===== config.mk =====
export PLATFORM = sky130hd
export DESIGN_NAME = serial_adder_flat
export DESIGN_NICKNAME = d
export VERILOG_FILES = /design/src/rtl/serial_adder_pkg.sv /design/src/rtl/serial_adder_if.sv /design/src/rtl/serial_adder_fa_cell.sv /design/src/rtl/serial_adder.sv /design/src/flat_wrapper.sv
export SDC_FILE = /design/constraint.sdc
export NUM_CORES = 1
export LEC_CHECK = 0
export ABC_AREA = 1
export CAP_MARGIN = 15
export CORE_MARGIN = 1
export CORE_UTILIZATION = 39
export CTS_CLUSTER_SIZE = 12
export DETAILED_ROUTE_END_ITERATION = 6
export GPL_ROUTABILITY_DRIVEN = 1
export GPL_TIMING_DRIVEN = 0
export PLACE_DENSITY = 0.66
export SYNTH_ARGS = -nofsm -noshare
export SYNTH_HDL_FRONTEND = slang
export SYNTH_HIERARCHICAL = 1
export SYNTH_SLANG_ARGS = --single-unit

===== constraint.sdc =====
create_clock -name clk -period 2.3 [get_ports clk]
set_input_delay 0.345 -clock clk [delete_from_list [all_inputs] [get_ports clk]]
set_output_delay 0.345 -clock clk [all_outputs]
set_load 0.02 [all_outputs]

===== src/rtl/serial_adder_pkg.sv =====
// Shared types and sizing helpers for the bit-serial adder.
// Optional subtract mode is enabled by defining SERIAL_ADDER_SUB_EN.
package serial_adder_pkg;

  typedef enum logic [1:0] {
    IDLE,
    RUN,
    DONE
  } state_t;

  // Bits needed to hold 0..w; at least one bit so W=1 still has a counter.
  function automatic int cnt_w(input int w);
    int r;
    r = $clog2(w + 1);
    return (r < 1) ? 1 : r;
  endfunction

endpackage


===== src/rtl/serial_adder_if.sv =====
// Operand/result handshake bundle for the bit-serial adder.
// The sub select exists only when SERIAL_ADDER_SUB_EN is defined.
interface serial_adder_if #(
  parameter int W = 4
) ();
  import serial_adder_pkg::*;

  logic         in_valid;
  logic         in_ready;
  logic [W-1:0] a;
  logic [W-1:0] b;
  logic         c_in;
`ifdef SERIAL_ADDER_SUB_EN
  logic         sub;
`endif
  logic         out_valid;
  logic         out_ready;
  logic [W-1:0] sum;
  logic         c_out;
  logic         busy;

`ifdef SERIAL_ADDER_SUB_EN
  modport master (
    output in_valid, a, b, c_in, sub, out_ready,
    input  in_ready, out_valid, sum, c_out, busy
  );

  modport slave (
    input  in_valid, a, b, c_in, sub, out_ready,
    output in_ready, out_valid, sum, c_out, busy
  );
`else
  modport master (
    output in_valid, a, b, c_in, out_ready,
    input  in_ready, out_valid, sum, c_out, busy
  );

  modport slave (
    input  in_valid, a, b, c_in, out_ready,
    output in_ready, out_valid, sum, c_out, busy
  );
`endif

endinterface


===== src/rtl/serial_adder_fa_cell.sv =====
// Combinational 1-bit full adder used as the serial datapath cell.
// No state; the caller registers the carry between bits.
module serial_adder_fa_cell (
  input  logic x,
  input  logic y,
  input  logic c_in,
  output logic sum,
  output logic c_out
);

  // Classic sum/majority equations.
  always_comb begin
    sum   = x ^ y ^ c_in;
    c_out = (x & y) | (x & c_in) | (y & c_in);
  end

endmodule


===== src/rtl/serial_adder.sv =====
// Bit-serial W-bit adder: one full-adder cell, registered carry, LSB first.
// Define SERIAL_ADDER_SUB_EN to add the sub port (a - b via ~b + 1).
module serial_adder #(
  parameter int W = 4
) (
  input  logic           clk,
  input  logic           rst_n,
  serial_adder_if.slave  io
);
  import serial_adder_pkg::*;

  localparam int CW = cnt_w(W);
  localparam logic [CW-1:0] LAST = CW'(W - 1);

  state_t        state;
  state_t        nstate;
  logic [W-1:0]  a_sh;
  logic [W-1:0]  b_sh;
  logic [W-1:0]  sum_sh;
  logic          carry;
  logic [CW-1:0] count;

  logic          load;
  logic          step;
  logic          in_ready;
  logic          out_valid;
  logic          busy;
  logic          s;
  logic          co;
  logic [W-1:0]  b_ld;
  logic          c_ld;

  serial_adder_fa_cell u_fa (
    .x     (a_sh[0]),
    .y     (b_sh[0]),
    .c_in  (carry),
    .sum   (s),
    .c_out (co)
  );

  // Operand B and initial carry as seen at load time.
`ifdef SERIAL_ADDER_SUB_EN
  always_comb begin
    b_ld = io.sub ? ~io.b : io.b;
    c_ld = io.sub ? 1'b1 : io.c_in;
  end
`else
  always_comb begin
    b_ld = io.b;
    c_ld = io.c_in;
  end
`endif

  // FSM state register.
  always_ff @(posedge clk or negedge rst_n) begin
    if (!rst_n) begin
      state <= IDLE;
    end else begin
      state <= nstate;
    end
  end

  // Next state and handshake/control outputs.
  always_comb begin
    nstate    = state;
    in_ready  = 1'b0;
    out_valid = 1'b0;
    busy      = 1'b0;
    load      = 1'b0;
    step      = 1'b0;
    unique case (state)
      IDLE: begin
        in_ready = 1'b1;
        if (io.in_valid) begin
          load   = 1'b1;
          nstate = RUN;
        end
      end
      RUN: begin
        busy = 1'b1;
        step = 1'b1;
        if (count == LAST) begin
          nstate = DONE;
        end
      end
      DONE: begin
        out_valid = 1'b1;
        if (io.out_ready) begin
          nstate = IDLE;
        end
      end
      default: nstate = IDLE;
    endcase
  end

  // Shift registers, carry and bit counter.
  always_ff @(posedge clk or negedge rst_n) begin
    if (!rst_n) begin
      a_sh   <= '0;
      b_sh   <= '0;
      sum_sh <= '0;
      carry  <= 1'b0;
      count  <= '0;
    end else if (load) begin
      a_sh  <= io.a;
      b_sh  <= b_ld;
      carry <= c_ld;
      count <= '0;
    end else if (step) begin
      a_sh   <= a_sh >> 1;
      b_sh   <= b_sh >> 1;
      sum_sh <= (sum_sh >> 1) | (W'(s) << (W - 1));
      carry  <= co;
      if (count != LAST) begin
        count <= count + CW'(1);
      end
    end
  end

  assign io.in_ready  = in_ready;
  assign io.out_valid = out_valid;
  assign io.busy      = busy;
  assign io.sum       = sum_sh;
  assign io.c_out     = carry;

endmodule


===== src/flat_wrapper.sv =====
// flat-port wrapper written by rule: the top's interface ports become plain ports
module serial_adder_flat import serial_adder_pkg::*;
#(
  parameter int W = 4
)
  (clk, rst_n, io_in_valid, io_a, io_b, io_c_in, io_out_ready, io_in_ready, io_out_valid, io_sum, io_c_out, io_busy);
  serial_adder_if #(.W(W)) io_i ();
  input  logic clk;
  input  logic rst_n;
  input wire logic [$bits(io_i.in_valid)-1:0] io_in_valid;
  input wire logic [$bits(io_i.a)-1:0] io_a;
  input wire logic [$bits(io_i.b)-1:0] io_b;
  input wire logic [$bits(io_i.c_in)-1:0] io_c_in;
  input wire logic [$bits(io_i.out_ready)-1:0] io_out_ready;
  output wire logic [$bits(io_i.in_ready)-1:0] io_in_ready;
  output wire logic [$bits(io_i.out_valid)-1:0] io_out_valid;
  output wire logic [$bits(io_i.sum)-1:0] io_sum;
  output wire logic [$bits(io_i.c_out)-1:0] io_c_out;
  output wire logic [$bits(io_i.busy)-1:0] io_busy;
  assign io_i.in_valid = io_in_valid;
  assign io_i.a = io_a;
  assign io_i.b = io_b;
  assign io_i.c_in = io_c_in;
  assign io_i.out_ready = io_out_ready;
  assign io_in_ready = io_i.in_ready;
  assign io_out_valid = io_i.out_valid;
  assign io_sum = io_i.sum;
  assign io_c_out = io_i.c_out;
  assign io_busy = io_i.busy;
  serial_adder #(.W(W)) u_core (.clk(clk), .rst_n(rst_n), .io(io_i));
endmodule

==> results.md <==
- Area added between synthesis and finish: 33.0%
- Area taken by flip-flops and latches: between 400 and 500 sq um
- Most common cell after layout, fill and taps aside: nand2_1
- Fmax achieved: around 480 MHz
- Unrepaired setup endpoints after global routing: no
- Vias in the first global route: 593
- Vias per inst: around 4.6
- Sequential share of the synthesized area: a little over half
- Cell Area, Placed: around 1100 sq um
- # IOs: 21
- DRC: 0
- Setup violators final: 0
- Cell count after synthesis: 94
- First-pass iteration count of the detailed router: 4
- Power per cell area: between 1000 and 1500 nW/um^2
- Max_cap viols: 0
- Fillers: 216
- Rows: 16
- Fin crit share: between 90% and 100%
- RD Place Congestion: just over 0.7
- Met3 usage: under 10%
- Tot GR Track Use: 16.7%
- Status: complete, no violations
- Critical Path RT: 1.96 ns
- Routed vias: around 670
- CP endpoint kind: output pin
- Largest net degree at the start of global routing: 19
- NumNets Final: 135
- Die width: approximately 48 um
- CTS Hold Bufs: 0
- Total global routing overflow: 0
- Mapped Area: slightly above 800 sq um
- Leakage power: 0.000547 uW
- PortBufs: 20
- Register bit count reported by yosys: 18
- Critical path launch point type: flop
- Commonest non-fill, non-tap cells in the layout: 31 x nand2_1, 20 x clkdlybuf4s50_1, 20 x nand3_1
- Max Buffers Root-to-Sink: 2
- Relative slew slack: between 40 and 50%
- Syn Nets: 110
- Post-route ant nets: 0
- Arr. time, crit path: 1.74 ns
- Area of the multi-input gates: roughly 300 sq um
- Core area: approximately 2000 sq um
- VDD IR max: between 0.0005 and 0.0006 V
- M2 GR Usage: a little under a quarter
- Hold Path Class: reg -> reg
- Num Clock Sinks: 18
- First-pass GRT wire length: roughly 2500 um
- Met1 global-route usage: between 20% and 30%
- WL final: roughly 1500 um
- Initial DRC Count: 13
- Cells resized by post-CTS repair: 0
- CP Class: reg -> out
- H-tree levels: 1
- Final instance area: approximately 1100 sq um
- Syn_area_per_cell: around 8.7 sq um
- Clk_skew: about 0.0032 ns
- Ys Warns: 6
- Fin. Hold Viols: 0
- Starting density of the core: about two fifths
- CTS tree: done
- Slew of the pin with the lowest slew margin: between 0.7 and 0.8 ns
- Clk_lat worst skew: slightly below 0.3 ns
- Placed wire-length estimate: about 1100 um
- Routed len/inst: between 10 and 15 um
- Worst-path clk slew: about 0.1 ns
- Fin util: a little under three fifths
- GR peak layer: met2
- Share of layout cells above drive strength 1: 8.47%
- Max FO, Critical Path: 10
- Root buffer cell: clkbuf_4
- Post-layout minimum cycle time: between 2 and 2.5 ns
- Ant diodes: 0
- Initial antenna violation count: 0
- Setup TNS: 0 ns
- Number of setup buffers added after CTS: 0
- Netlist cell types: 15
- Die Span Y: around 48 um
- Max-slew violation count: 0
- Die ar.: ~2300 sq um
- Num CTS Buffers: 3
## sequential cells by signal, indices dropped and copies added (netlist names)
signal	flops
u_core/count	3
u_core/io.sum	4
u_core/io.c_out	1
u_core/a_sh	4
u_core/b_sh	4
u_core/state	2
## metal layers
layer	routed length (um)	vias up
met5	0	-
met1	738	306
met4	19	0
met2	727	12
li1	-	348
met3	50	2
## per-stage QoR
step           cells  total power, uW  hold slack, ns  worst slack (ns)
2_1_floorplan     94             1000          0.0494              1.11
3_3_place_gp     141             1240           0.455             0.533
3_5_place_dp     141             1260           0.461             0.527
4_1_cts          145             1460           0.486             0.180
5_1_grt          145             1580           0.510            0.0946
6_report         145             1440           0.481             0.212
## Yosys cell counts, drive strengths merged
| library cell | instances | area, sq um |
|---|---|---|
| nand2 | 32 | 123 |
| o22ai | 1 | 6.26 |
| nor2 | 1 | 3.75 |
| inv | 11 | 41.3 |
| buf | 3 | 21.3 |
| o21ai | 5 | 28.8 |
| nand3 | 20 | 100 |
| ha | 2 | 25.0 |
| dfrtp | 18 | 450 |
| fa | 1 | 20.0 |
## path summary, 6_finish.rpt
kind                                    endpoint  slack [ns]  cells after the start       startpoint
worst max-delay path                     io_busy        0.21                      5  u_core/state[1]
worst min-delay path              u_core/a_sh[3]        0.48                      2   u_core/a_sh[3]
worst max register to register   u_core/count[1]        0.96                      7  u_core/count[0]
worst min register to register    u_core/a_sh[3]        0.48                      2   u_core/a_sh[3]
max in group asynchronous        u_core/count[1]        1.32                      1            rst_n
min in group asynchronous       u_core/io.sum[2]        0.50                      1            rst_n
## power breakdown
part	internal (uW)	total (uW)	switching, uW
Sequential	455	541	86.2
Clock	96.4	193	96.5
Combinational	302	705	403
## critical path, cell delays in order, from the launching register on
cell	delay, ns
dfrtp_1	0.41
inv_1	0.12
nand2_2	0.11
inv_2	0.09
buf_6	0.13
clkdlybuf4s50_1	0.60
## area by class of cell
| class | instances | area share, % |
|---|---|---|
| inverters | 11 | 3.79 |
| plain buffers | 3 | 1.95 |
| multi-input cells | 62 | 28.1 |
| repair buffers | 20 | 18.4 |
| well taps | 27 | 3.10 |
| flip-flops and latches | 18 | 41.3 |
| clock buffers | 4 | 3.33 |
## cells by family (layout without fill, tap and decap cells)
group,count (synthesis),count (layout),synth area share [%]
AND/OR/NAND/NOR,53,53,27.6
flip-flops,18,18,55.0
buffers and inverters,14,38,7.63
AO/OA/AOI/OAI,6,6,4.28
adder cells (fa/ha/maj),3,3,5.50
No activity file was read; power rests on OpenSTA's default activity.
